## config.mk

```make
export PLATFORM = sky130hd
export DESIGN_NAME = unidade_controle
export DESIGN_NICKNAME = d
export VERILOG_FILES = /design/src/rtl/unidade_controle.sv
export SDC_FILE = /design/constraint.sdc
export NUM_CORES = 1
export LEC_CHECK = 0
export BUFFER_PORTS_ARGS = -buffer_cell sky130_fd_sc_hd__buf_2
export CORE_MARGIN = 1
export CORE_UTILIZATION = 27
export CTS_CLUSTER_DIAMETER = 100
export DETAILED_ROUTE_END_ITERATION = 16
export PLACE_DENSITY = 0.72
export SETUP_SLACK_MARGIN = 0.15
export SLEW_MARGIN = 20
export SYNTH_ARGS = -nofsm -noshare
export SYNTH_HDL_FRONTEND = slang
export SYNTH_SLANG_ARGS = --single-unit
```

## constraint.sdc

```tcl
create_clock -name clk -period 1.45 [get_ports clk]
set_clock_uncertainty 0.2 [all_clocks]
set_input_delay 0.145 -clock clk [delete_from_list [all_inputs] [get_ports clk]]
set_output_delay 0.145 -clock clk [all_outputs]
set_load 0.01 [all_outputs]
```

## src/rtl/unidade_controle.sv

```systemverilog
// Multicycle control unit for the RV64 subset datapath: sequences PC/IR/register bank/memory and mux selects.
// Optional performance counters are built when UC_PERF_EN is defined.
module unidade_controle #(
  parameter int COUNT_W        = 32,
  parameter bit START_ON_RESET = 1'b0
) (
  input  logic               clk,
  input  logic               rst_n,
  input  logic               start,
  input  logic               stop,
  input  logic [31:0]        palavra,
  input  logic               flag,
  output logic               pc_en,
  output logic               ir_en,
  output logic               reg_we,
  output logic               mem_we,
  output logic               sel_mux1,
  output logic               sel_mux2,
  output logic               sel_mux3,
  output logic               busy,
  output logic               illegal,
  output logic [2:0]         estado,
  output logic [COUNT_W-1:0] cyc_count,
  output logic [COUNT_W-1:0] ins_count
);

  typedef enum logic [2:0] {
    S_IDLE      = 3'd0,
    S_FETCH     = 3'd1,
    S_DECODE    = 3'd2,
    S_EXECUTE   = 3'd3,
    S_MEMORY    = 3'd4,
    S_WRITEBACK = 3'd5,
    S_HALT      = 3'd6
  } state_t;

  localparam state_t RESET_STATE = START_ON_RESET ? S_FETCH : S_IDLE;

  state_t state_reg, state_next, boundary;
  logic   illegal_reg, set_illegal, retire;

  logic [6:0] opcode;
  logic [2:0] funct3;
  logic [6:0] funct7;
  logic       is_r, is_addi, is_load, is_store, is_branch, legal;
  logic       unused_ok;

  assign opcode = palavra[6:0];
  assign funct3 = palavra[14:12];
  assign funct7 = palavra[31:25];
  // Register and immediate fields belong to the datapath, not to sequencing.
  assign unused_ok = ^{palavra[24:15], palavra[11:7]};

  assign is_r      = (opcode == 7'b0110011) && (funct3 == 3'b000) &&
                     ((funct7 == 7'b0000000) || (funct7 == 7'b0100000));
  assign is_addi   = (opcode == 7'b0010011) && (funct3 == 3'b000);
  assign is_load   = (opcode == 7'b0000011);
  assign is_store  = (opcode == 7'b0100011);
  assign is_branch = (opcode == 7'b1100011) && (funct3 != 3'b010) && (funct3 != 3'b011);
  assign legal     = is_r | is_addi | is_load | is_store | is_branch;

  always_ff @(posedge clk or negedge rst_n) begin
    if (!rst_n) begin
      state_reg   <= RESET_STATE;
      illegal_reg <= 1'b0;
    end else begin
      state_reg <= state_next;
      if (set_illegal) illegal_reg <= 1'b1;
    end
  end

  always_comb begin
    state_next  = state_reg;
    boundary    = stop ? S_IDLE : S_FETCH;
    set_illegal = 1'b0;
    retire      = 1'b0;
    pc_en       = 1'b0;
    ir_en       = 1'b0;
    reg_we      = 1'b0;
    mem_we      = 1'b0;
    sel_mux1    = 1'b0;
    sel_mux2    = 1'b0;
    sel_mux3    = 1'b0;
    case (state_reg)
      S_IDLE:   if (start) state_next = S_FETCH;
      S_FETCH: begin
        ir_en      = 1'b1;
        state_next = S_DECODE;
      end
      S_DECODE: begin
        if (legal) begin
          state_next = S_EXECUTE;
        end else begin
          state_next  = S_HALT;
          set_illegal = 1'b1;
        end
      end
      S_EXECUTE: begin
        sel_mux1 = is_r | is_branch;
        if (is_branch) begin
          pc_en      = 1'b1;
          sel_mux3   = flag;
          retire     = 1'b1;
          state_next = boundary;
        end else if (is_load || is_store) begin
          state_next = S_MEMORY;
        end else if (is_r || is_addi) begin
          state_next = S_WRITEBACK;
        end else begin
          state_next = S_HALT;
        end
      end
      S_MEMORY: begin
        if (is_store) begin
          mem_we     = 1'b1;
          pc_en      = 1'b1;
          retire     = 1'b1;
          state_next = boundary;
        end else begin
          state_next = S_WRITEBACK;
        end
      end
      S_WRITEBACK: begin
        reg_we     = 1'b1;
        pc_en      = 1'b1;
        sel_mux1   = is_r;  // keeps the ULA operand as in EXECUTE so soma is stable
        sel_mux2   = ~is_load;
        retire     = 1'b1;
        state_next = boundary;
      end
      S_HALT:  state_next = S_HALT;
      default: state_next = S_HALT;
    endcase
    // Reset must kill any in-flight write strobe at once, not at the next edge.
    if (!rst_n) begin
      pc_en    = 1'b0;
      ir_en    = 1'b0;
      reg_we   = 1'b0;
      mem_we   = 1'b0;
      sel_mux1 = 1'b0;
      sel_mux2 = 1'b0;
      sel_mux3 = 1'b0;
    end
  end

  assign busy    = (state_reg != S_IDLE) && (state_reg != S_HALT);
  assign illegal = illegal_reg;
  assign estado  = state_reg;

`ifdef UC_PERF_EN
  logic [COUNT_W-1:0] cyc_count_reg, ins_count_reg;

  always_ff @(posedge clk or negedge rst_n) begin
    if (!rst_n) begin
      cyc_count_reg <= '0;
      ins_count_reg <= '0;
    end else begin
      if (busy)   cyc_count_reg <= cyc_count_reg + 1'b1;
      if (retire) ins_count_reg <= ins_count_reg + 1'b1;
    end
  end

  assign cyc_count = cyc_count_reg;
  assign ins_count = ins_count_reg;
`else
  logic unused_retire;
  assign unused_retire = retire;
  assign cyc_count     = '0;
  assign ins_count     = '0;
`endif

endmodule
```

### After elaboration in Yosys (flattened, before gate mapping)

Index checks and enable logic that the tools add are counted.

* register bits: 4
* bits in latches: 0
* memory bits (writable): 0
* memory bits (read-only): 0
* bits of input ports: 37
* output and inout bits: 76
* logic and storage cells: 63
* memories kept: 0

* add/sub/neg operators: 0
* multiply operators: 0
* div/mod/pow operators: 0
* magnitude comparators: 0
* equal/unequal tests: 15
* shift operators: 0
* muxes and demuxes: 27
* bitwise operators: 6
* reductions and logical operators: 13

Operators by type and width (count)
* $eq A7 B6 Y1 const B: 3
* $mux W1: 18
* $pmux W3 S6: 1
* $mux W3: 4
* $eq A7 B2 Y1 const B: 1
* $eq A7 B5 Y1 const B: 1
* $eq A7 B7 Y1 const B: 1
* $logic_not A7 Y1: 1
* $eq A3 B2 Y1 const B: 2
* $eq A3 B3 Y1 const B: 2
* $logic_and A1 B1 Y1: 6
* $logic_not A3 Y1: 2
* $ne A3 B2 Y1 const B: 2
* $or A1 B1 Y1: 5
* $mux W2: 2
* $eq A3 B1 Y1 const B: 1
* $logic_or A1 B1 Y1: 3
* $ne A3 B3 Y1 const B: 1
* $pmux W1 S3: 1
* $reduce_bool A3 Y1: 1
* $ne A2 B2 Y1 const B: 1
* $pmux W1 S2: 1
* $not A1 Y1: 1

### Longest topological paths before layout

Gate-level depths: netlist of run 1.

* depth in word-level cells: 9
* gate-level depth with buffers: 6
* mapped depth without buffers: 5

### Worst setup path after synthesis of run 1

Ideal clock, no wire load.

* kind: register -> output
* start: register state_reg[1] (netlist: estado[1])
* end: output sel_mux2
* arrival time: 1.291 ns
* data required time: 1.105 ns
* slack: -0.186 ns
* stages on the path, launching flop included: 4
* buffers on the path: 1
* cells stage by stage: dfrtp_1 -> buf_2 -> nor3_1 -> a21boi_0

* longest elaborated chain between the ends: 3

Ends and longest elaborated chain
* from (decl): RTL line 39 `state_t state_reg, state_next, boundary;`
* from (signal assigned): RTL line 67 `state_reg <= state_next;`
* $eq A3 B3 Y1: RTL line 84 `case (state_reg)`
* $mux W1: RTL line 84
* $mux W1: RTL line 135 `if (!rst_n) begin`
* to (decl): RTL line 18 `output logic sel_mux2,`

No other way between the ends.

### Worst setup path in the final report of run 1

Same ends and word-level chain as after synthesis.

==> results.yml, run 1 <==
status:
  run_status: "complete, but fails checks"
  failed_checks: "setup timing"
power_and_ir_drop:
  internal-power_uw: 259
  switching_share_pct: 40.4
  post-layout-total-power_uw: 435
  clock_power_share_pct: 39.7
  combinationalPowerShare_pct: 34.5
  seq_power_share_pct: 25.7
  powerDensity_nw_per_um2: 331
  leakage_uw: 0.000731
  vdd_drop_max_uv: 142
  switching_power_uw: 176
placed_design:
  routabilityCongestion: 0.773
  dp_hpwl_um: 1600
  portBuffers: 32
finish:
  mostFrequentLayoutCells: "sky130_fd_sc_hd__conb_1 (64), sky130_fd_sc_hd__buf_2 (29), sky130_fd_sc_hd__buf_4 (19)"
  drive_gt1_share_pct: 48.4
  mostFrequentLayoutCell: "sky130_fd_sc_hd__conb_1"
  layout.core_utilization_pct: 39.1
  nFillCells: 370
  area_growth_pct: 38.8
  net_count_reported_at_finish: 226
  diodes: 0
  largest_register_ffs: 3
global_routing:
  met2_usage_pct: 20.2
  number_of_antenna_violations_at_the_first_check_in_global_routing: 0
  grt.total_usage_pct: 11.1
  global_route_wire_length_before_repair_um: 2950
  grt_most_used_layer: "met2"
  global_route.usage.met1_pct: 11.0
  pin_count_of_the_biggest_net_entering_global_routing: 10
  grt_use_met3_pct: 3.57
  first_global_vias: 691
  globalRoute.totalOverflow: 0
worst_setup_path:
  critical_path_arrival_ns: 1.32
  cpLargestDelayFamily: "flip-flops"
  path_buf_inv: 2
  r2r_endpoint: "estado[0]$_DFFE_PN0P_"
  timing.critical_path.cells: "buf_6, nor3_4, a21boi_2, buf_2"
  startpoint_type: "register"
  required_ns: 1.11
  reg2regPathDepth: 5
  timing.rr.start: "estado[0]$_DFFE_PN0P_"
  reg2reg_setup_slack_ns: -0.11
  timing.critical_path.to_type: "primary output"
  critical_setup_path_class: "register to primary output"
  crit_cells: 4
  worst_path_max_delay_cell: "sky130_fd_sc_hd__dfrtp_2"
  timing.critical_path.fanout_max: 6
  critical_path.max_stage_delay_ns: 0.44
synth:
  ys_async_sr_fraction_pct: 100
  ys_warn_count: 0
  synth.area.top_cells: "sky130_fd_sc_hd__buf_4 (51%), sky130_fd_sc_hd__dfrtp_1 (11%), sky130_fd_sc_hd__nand2_1 (3.2%)"
  number_of_enable_flip_flop_cells_after_synthesis: 0
  ys_dominant_reg_cell: "sky130_fd_sc_hd__dfrtp_1"
  synth_top_area_share_pct: 50.7
  postSynthCellCount: 126
  yosysSeqAreaShare_pct: 10.6
  synth-seq-cells: 4
  synth.avg_cell_area_um2: 7.53
  mappedNetlistArea_um2: 948
  netlist-cell-type-count: 32
  post-synth-top-area-cell: "sky130_fd_sc_hd__buf_4"
detailed_routing:
  routed_via_density: 3.70
  routed_wirelength_um: 2220
  drt_first_iter_violations: 23
  via_count: 865
  final_antenna_net_count: 0
  first_pass_detailed_route_iteration_total: 4
  routed_wire_length_per_instance_um: 9.50
  post-route-drc-count: 0
min_path:
  hold_end: "estado[0]$_DFFE_PN0P_"
  hp-start: "stop"
  timing.hold.worst.class: "primary input to register"
  worst_hold_path.num_cells: 4
clock_network:
  tritoncts: "built"
  insertion_delay_ns: 0.25
  clk_pin_slew_worst_paths_ns: 0.05
  cts-root-buf: "sky130_fd_sc_hd__clkbuf_4"
  clock_path_buffers: 2
  tritoncts_num_sinks: 4
  cts-buffers-inserted: 3
  htreeDepth: 1
sta:
  max_freq_ghz: 0.601
  period_needed_ns: 1.66
  grt_setup_unrepaired: "true"
  finalMaxSlewViolations: 0
  final.setup.worst_slack_ns: -0.213
  final-hold-violation-count: 0
  period_share_pct: 115
  setup-violations-final: 11
job:
  maxCapViolations: 0
floorplan:
  chipWidth_um: 61.3
  area_of_the_die_um2: 3750
  die_height_um: 61.3
  core_region_area_um2: 3360
  io_pins: 113
  floorplan.rows: 21
  floorplan.initialDensity_pct: 28.2
==> stage by stage <==
step | std cells | area [um^2] | hold WS, ns | setup slack (ns) | TNS (ns)
5_1_grt | 234 | 1320 | 0.122 | -0.278 | -2.15
6_report | 234 | 1320 | 0.107 | -0.213 | -1.54
4_1_cts | 228 | 1210 | 0.107 | -0.226 | -1.39
3_3_place_gp | 220 | 1090 | -0.135 | -0.178 | -0.786
3_5_place_dp | 220 | 1090 | -0.137 | -0.204 | -1.07
2_1_floorplan | 189 | 1230 | -0.351 | -0.0805 | -0.0851
==> power groups by stage <==
stage	logic (uW)	clock network, uW	registers (uW)
6_report	150	173	112
5_1_grt	171	180	112
4_1_cts	145	174	112
3_5_place_dp	141	0	114
3_3_place_gp	140	0	114
2_1_floorplan	217	0	114
==> cells by family (layout without fill, tap and decap cells) <==
group,count (synthesis),after routing,synth area share (%)
buf+inv,73,72,54.4
simple gates,31,31,21.8
compound gates,17,17,12.9
flops,4,4,10.6
other cells,1,64,0.395
==> synthesized netlist by cell type (all sizes together), types with 2 or more instances <==
master and number:
inv 7, dfrtp 4, nand3 2, nor3 2, nor2 7, buf 65
and3 3, nand2 8, o21ai 2, nor4b 3, a21oi 5, a21boi 2
==> layer usage <==
metal / vias up / routed length, um
met5: - / 0
met4: 0 / 46
met3: 6 / 158
met2: 49 / 1180
met1: 391 / 839
li1: 419 / -
==> area by class of cell <==
type	instances	area, um^2	area share [%]
clock buffer	4	26.3	2.00
tap	46	57.6	4.37
timing repair buffer	61	433	32.9
sequential	4	104	7.89
multi-input combinational	112	667	50.7
inverter	7	28.8	2.19
==> what timing repair did <==
| action | CTS | global route |
|---|---|---|
| gates cloned | 0 | 0 |
| endpoints found under the setup margin | 14 | 14 |
| gates resized for setup | 20 | 13 |
| hold buffers | 1 | 0 |
| pin swaps | 4 | 4 |
| hold endpoints to repair | 4 | 0 |
| buffers inserted | 3 | 6 |
==> worst min-delay path, stage by stage <==
cell and delay (ns):
sky130_fd_sc_hd__buf_2 0.09, sky130_fd_sc_hd__inv_1 0.06, sky130_fd_sc_hd__a221o_1 0.14, sky130_fd_sc_hd__a21o_1 0.09
==> worst max path at each step <==
| stage | start | slack, ns | endpoint |
|---|---|---|---|
| floorplan | estado[1]$_DFFE_PN0P_ | -0.08 | estado[0]$_DFFE_PN0P_ |
| global placement | palavra[2] | -0.18 | sel_mux1 |
| detailed placement | palavra[2] | -0.20 | sel_mux1 |
| CTS | estado[2]$_DFFE_PN0P_ | -0.23 | sel_mux2 |
| global route | estado[2]$_DFFE_PN0P_ | -0.28 | mem_we |
| finish | estado[1]$_DFFE_PN0P_ | -0.21 | sel_mux2 |
(Power assumes the default switching activity.)
==> run 2, diff against run 1 <==
CELL_PAD_IN_SITES_DETAIL_PLACEMENT = 1   (was not set)
CELL_PAD_IN_SITES_GLOBAL_PLACEMENT = 1   (was not set)
CORE_UTILIZATION = 18   (was 27)
PLACE_DENSITY = 0.77   (was 0.72)
==> run 2 against run 1 <==
- the run still ends with setup timing left
- final cell count increased by 7.3%
- worst hold slack improved by 0.069 ns
- fmax fell by 0.48%
- via count grew 1.6%
- non-clock buffer count decreased by 7
- wire length grew 11%
- count of clock-buffer cells in the layout stayed put
- design area increased by 0.48%
- setup slack worse by 0.0080 ns
- global-route usage shrank 3.1 points
- largest cell class unchanged
- highest routed layer unchanged
==> results.yml, run 2 (synthesized netlist as in run 1, its figures left out) <==
finish:
  nFillCells: 648
  area_growth_pct: 39.4
  largest_register_ffs: 3
  diodes: 0
  drive_gt1_share_pct: 47.0
  mostFrequentLayoutCell: "sky130_fd_sc_hd__conb_1"
  net_count_reported_at_finish: 219
  mostFrequentLayoutCells: "sky130_fd_sc_hd__conb_1 (64), sky130_fd_sc_hd__buf_2 (30), sky130_fd_sc_hd__buf_4 (14)"
  final_cell_area_um2: 1320
  layout.core_utilization_pct: 26.1
  stdcell_count: 251
global_routing:
  grt.total_usage_pct: 8.00
  global_route_wire_length_before_repair_um: 3460
  globalRoute.totalOverflow: 0
  number_of_antenna_violations_at_the_first_check_in_global_routing: 0
  first_global_vias: 805
  pin_count_of_the_biggest_net_entering_global_routing: 10
clock_network:
  clock_path_buffers: 2
  tritoncts: "built"
  cts-root-buf: "sky130_fd_sc_hd__clkbuf_8"
  clk_pin_slew_worst_paths_ns: 0.03
  cts-buffers-inserted: 3
  insertion_delay_ns: 0.22
  htreeDepth: 1
  tritoncts_num_sinks: 4
floorplan:
  die_height_um: 74.6
  chipWidth_um: 74.6
  area_of_the_die_um2: 5560
  core_region_area_um2: 5070
  io_pins: 113
  floorplan.initialDensity_pct: 18.7
  floorplan.rows: 26
placed_design:
  portBuffers: 32
  dp_hpwl_um: 1920
  routabilityCongestion: 0.776
  placed_cells: 243
  placed_area_um2: 1110
detailed_routing:
  final_antenna_net_count: 0
  wirelength_met1_um: 860
  drt_first_iter_violations: 39
  top_layer: "met4"
  first_pass_detailed_route_iteration_total: 4
  routed_wire_length_per_instance_um: 9.85
  dr_wl_met2_um: 1370
  routed_via_density: 3.50
  via_count: 879
  met3_wirelength_um: 203
  routed_wirelength_um: 2470
  post-route-drc-count: 0
status:
  run_status: "complete, but fails checks"
  failed_checks: "setup timing"
power_and_ir_drop:
  leakage_uw: 0.000710
  vdd_drop_max_uv: 263
  post-layout-total-power_uw: 511
  powerDensity_nw_per_um2: 386
sta:
  final.setup.worst_slack_ns: -0.221
  final-hold-violation-count: 0
  finalMaxSlewViolations: 0
  grt_setup_unrepaired: "true"
  period_share_pct: 115
  max_freq_ghz: 0.598
  setup-violations-final: 10
  period_needed_ns: 1.67
worst_setup_path:
  worst_path_max_delay_cell: "sky130_fd_sc_hd__dfrtp_2"
  timing.critical_path.to_type: "primary output"
  required_ns: 1.11
  cpLargestDelayFamily: "flip-flops"
  timing.critical_path.fanout_max: 6
  path_buf_inv: 2
  reg2reg_setup_slack_ns: -0.17
  critical_path_arrival_ns: 1.33
  startpoint_type: "register"
  critical_path.max_stage_delay_ns: 0.45
  timing.critical_path.cells: "inv_2, nor2_4, or3_1, buf_2"
  critical_setup_path_class: "register to primary output"
min_path:
  timing.hold.worst.class: "primary input to register"
job:
  maxCapViolations: 0
==> run 2: cell count changes in the layout (fill, tap and decap cells not counted), moves of 3 or more <==
cell / change
sky130_fd_sc_hd__buf_4: -5
sky130_fd_sc_hd__buf_6: -3
sky130_fd_sc_hd__clkbuf_4: -3
sky130_fd_sc_hd__clkbuf_8: +3
==> run 2: where the power goes <==
group	switching (uW)	internal, uW	leakage, uW
Combinational	109	39.0	0.000648
Sequential	0	112	0.0000396
Clock	62.0	188	0.0000228
Total	171	339	0.000710
==> run 2: through the flow <==
step	TNS [ns]	worst slack [ns]	hold slack, ns
finish	-1.42	-0.221	0.176
global route	-1.95	-0.264	0.197
CTS	-1.60	-0.239	0.158
detailed placement	-1.20	-0.234	-0.140
global placement	-1.08	-0.227	-0.144
floorplan	-0.0851	-0.0805	-0.351
==> run 2: layout make-up <==
class	count	area, um^2	area share (%)
Sequential cell	4	103	7.76
Tap cell	70	87.6	6.62
Inverter	7	28.8	2.18
Clock buffer	4	45.0	3.41
Timing Repair Buffer	54	367	27.7
Multi-Input combinational cell	112	692	52.3
==> run 2: routing by layer <==
metal / track usage [%] / vias up
li1: - / 406
met1: 7.67 / 409
met2: 16.4 / 58
met3: 2.44 / 6
met4: 1.68 / 0
met5: 0 / -
==> run 2: final timing paths <==
kind / start / endpoint / cells past startpoint
max: estado[2]$_DFFE_PN0P_ / busy / 4
max reg2reg: estado[2]$_DFFE_PN0P_ / estado[0]$_DFFE_PN0P_ / 6
min in group asynchronous: rst_n / estado[0]$_DFFE_PN0P_ / 3
min: stop / estado[0]$_DFFE_PN0P_ / 4
min reg2reg: illegal$_DFFE_PN0P_ / illegal$_DFFE_PN0P_ / 2
max in group asynchronous: rst_n / estado[1]$_DFFE_PN0P_ / 3
==> run 2: worst min-delay path: cells and delay by family <==
kind            cells  cell delay (ns)
compound gates      2             0.24
buf+inv             2             0.17
==> run 2: repair_timing <==
action | 4_1_cts | 5_1_grt
hold endpoints to repair | 4 | 0
hold buffers | 1 | 0
buffers inserted | 2 | 1
gates resized for setup | 20 | 14
pin swaps | 5 | 6
endpoints found under the setup margin | 13 | 13
==> run 3, diff against run 2 <==
SKIP_LAST_GASP = 1   (was not set)
==> run 3 against run 2 <==
- the run still ends with setup timing left
- fmax rose by 0.36%
- clock power barely moved
- setup slack improved by 0.0060 ns
- critical path depth did not move
- combinational power barely moved
- register-to-register slack barely moved
- design area fell by 0.47%
- flip-flop and latch count did not move
- first-iteration DRC count rose by 2.6%
- largest power group unchanged
==> results.yml, run 3 (synthesized netlist as in run 1, its figures left out) <==
sta:
  totalNegativeSetupSlack_ns: -1.43
  max_freq_ghz: 0.600
  setup-violations-final: 10
  final.setup.worst_slack_ns: -0.215
  worst_hold_slack_ns: 0.163
  grt_setup_unrepaired: "true"
  final-hold-violation-count: 0
  finalMaxSlewViolations: 0
  period_share_pct: 115
  period_needed_ns: 1.67
placed_design:
  portBuffers: 32
  dp_hpwl_um: 1920
  placed_cells: 243
  detailedPlace.worstSlack_ns: -0.234
  routabilityCongestion: 0.776
detailed_routing:
  via_count: 878
  drt_first_iter_violations: 40
  post-route-drc-count: 0
  final_antenna_net_count: 0
  routed_wire_length_per_instance_um: 9.80
  routed_via_density: 3.50
  first_pass_detailed_route_iteration_total: 4
  routed_wirelength_um: 2460
power_and_ir_drop:
  seq_power_share_pct: 22.0
  internal-power_uw: 339
  combinationalPowerShare_pct: 29.0
  clock_power_share_pct: 49.0
  powerDensity_nw_per_um2: 388
  leakage_uw: 0.000708
  switching_share_pct: 33.5
  vdd_drop_max_uv: 263
  switching_power_uw: 171
worst_setup_path:
  critical_path_arrival_ns: 1.32
  setup.worst_path.start: "estado[2]$_DFFE_PN0P_"
  reg2regPathDepth: 6
  startpoint_type: "register"
  timing.critical_path.fanout_max: 6
  timing.rr.start: "estado[2]$_DFFE_PN0P_"
  required_ns: 1.11
  cpLargestDelayFamily: "flip-flops"
  crit_cells: 4
  timing.critical_path.to_type: "primary output"
  timing.critical_path.cells: "inv_2, nor2_4, or3_1, buf_2"
  worst_path_max_delay_cell: "sky130_fd_sc_hd__dfrtp_2"
  critical_path.max_stage_delay_ns: 0.45
  path_buf_inv: 2
  critical_setup_path_class: "register to primary output"
status:
  run_status: "complete, but fails checks"
  failed_checks: "setup timing"
finish:
  mostFrequentLayoutCell: "sky130_fd_sc_hd__conb_1"
  drive_gt1_share_pct: 45.9
  net_count_reported_at_finish: 219
  mostFrequentLayoutCells: "sky130_fd_sc_hd__conb_1 (64), sky130_fd_sc_hd__buf_2 (30), sky130_fd_sc_hd__buf_4 (14)"
  diodes: 0
  largest_register_ffs: 3
  nFillCells: 647
  area_growth_pct: 38.8
  stdcell_count: 251
clock_network:
  clk_pin_slew_worst_paths_ns: 0.03
  cts-root-buf: "sky130_fd_sc_hd__clkbuf_8"
  cts-buffers-inserted: 3
  tritoncts_num_sinks: 4
  clock_path_buffers: 2
  htreeDepth: 1
  insertion_delay_ns: 0.22
  tritoncts: "built"
global_routing:
  first_global_vias: 805
  globalRoute.totalOverflow: 0
  global_route_wire_length_before_repair_um: 3450
  grt.total_usage_pct: 7.98
  number_of_antenna_violations_at_the_first_check_in_global_routing: 0
  pin_count_of_the_biggest_net_entering_global_routing: 10
floorplan:
  io_pins: 113
  floorplan.rows: 26
  area_of_the_die_um2: 5560
  floorplan.initialDensity_pct: 18.7
  die_height_um: 74.6
  core_region_area_um2: 5070
  chipWidth_um: 74.6
min_path:
  timing.hold.worst.class: "primary input to register"
  hp-start: "stop"
  worst_hold_path.num_cells: 4
job:
  maxCapViolations: 0
## run 3: cell counts in the layout (fill, tap and decap cells not counted)
No cell type changed its count.
## run 3: layout make-up
type                    instances  area, um^2  share of cell area [%]
flip-flops and latches          4         103                    7.79
multi-input cells             112         686                    52.1
well taps                      70        87.6                    6.65
repair buffers                 54         367                    27.9
inverters                       7        28.8                    2.19
clock buffers                   4        45.0                    3.42
## run 3: metal layers
layer	global-route usage [%]	routed length (um)	up-vias
met5	0	0	-
met4	1.68	35	0
met3	2.44	212	6
met2	16.4	1370	60
met1	7.59	845	406
li1	-	-	406
## run 3: power groups by stage
stage / Combinational, uW / Sequential (uW) / Clock [uW]
global route: 168 / 112 / 267
global placement: 136 / 114 / 0
CTS: 143 / 112 / 263
finish: 148 / 112 / 250
floorplan: 217 / 114 / 0
detailed placement: 138 / 114 / 0
## run 3: path summary, 6_finish.rpt
check	slack (ns)	end
worst max-delay path	-0.22	busy
worst min-delay path	0.16	estado[0]$_DFFE_PN0P_
worst max register to register	-0.17	estado[0]$_DFFE_PN0P_
worst min register to register	0.28	illegal$_DFFE_PN0P_
max in group asynchronous	0.60	estado[1]$_DFFE_PN0P_
min in group asynchronous	0.24	estado[0]$_DFFE_PN0P_
## run 3: stage by stage
stage	util, %	cell area (um^2)	power (uW)
after floorplan	-	1230	331
after global routing	25.9	1320	547
after detailed placement	21.8	1110	252
after global placement	21.8	1110	249
after CTS	24.8	1260	517
final	25.9	1320	511
## run 3: timing repair
action	in CTS	in global routing
gates cloned	0	0
pin swaps	5	5
setup buffers	2	1
hold endpoints to repair	4	0
setup endpoints to repair	13	13
gates resized for setup	19	13
hold buffers	1	0
## run 3: tightest hold or removal path, cell delays in order
cell and delay (ns):
sky130_fd_sc_hd__buf_2 0.10, sky130_fd_sc_hd__inv_1 0.06, sky130_fd_sc_hd__a221o_1 0.15, sky130_fd_sc_hd__a21o_1 0.09
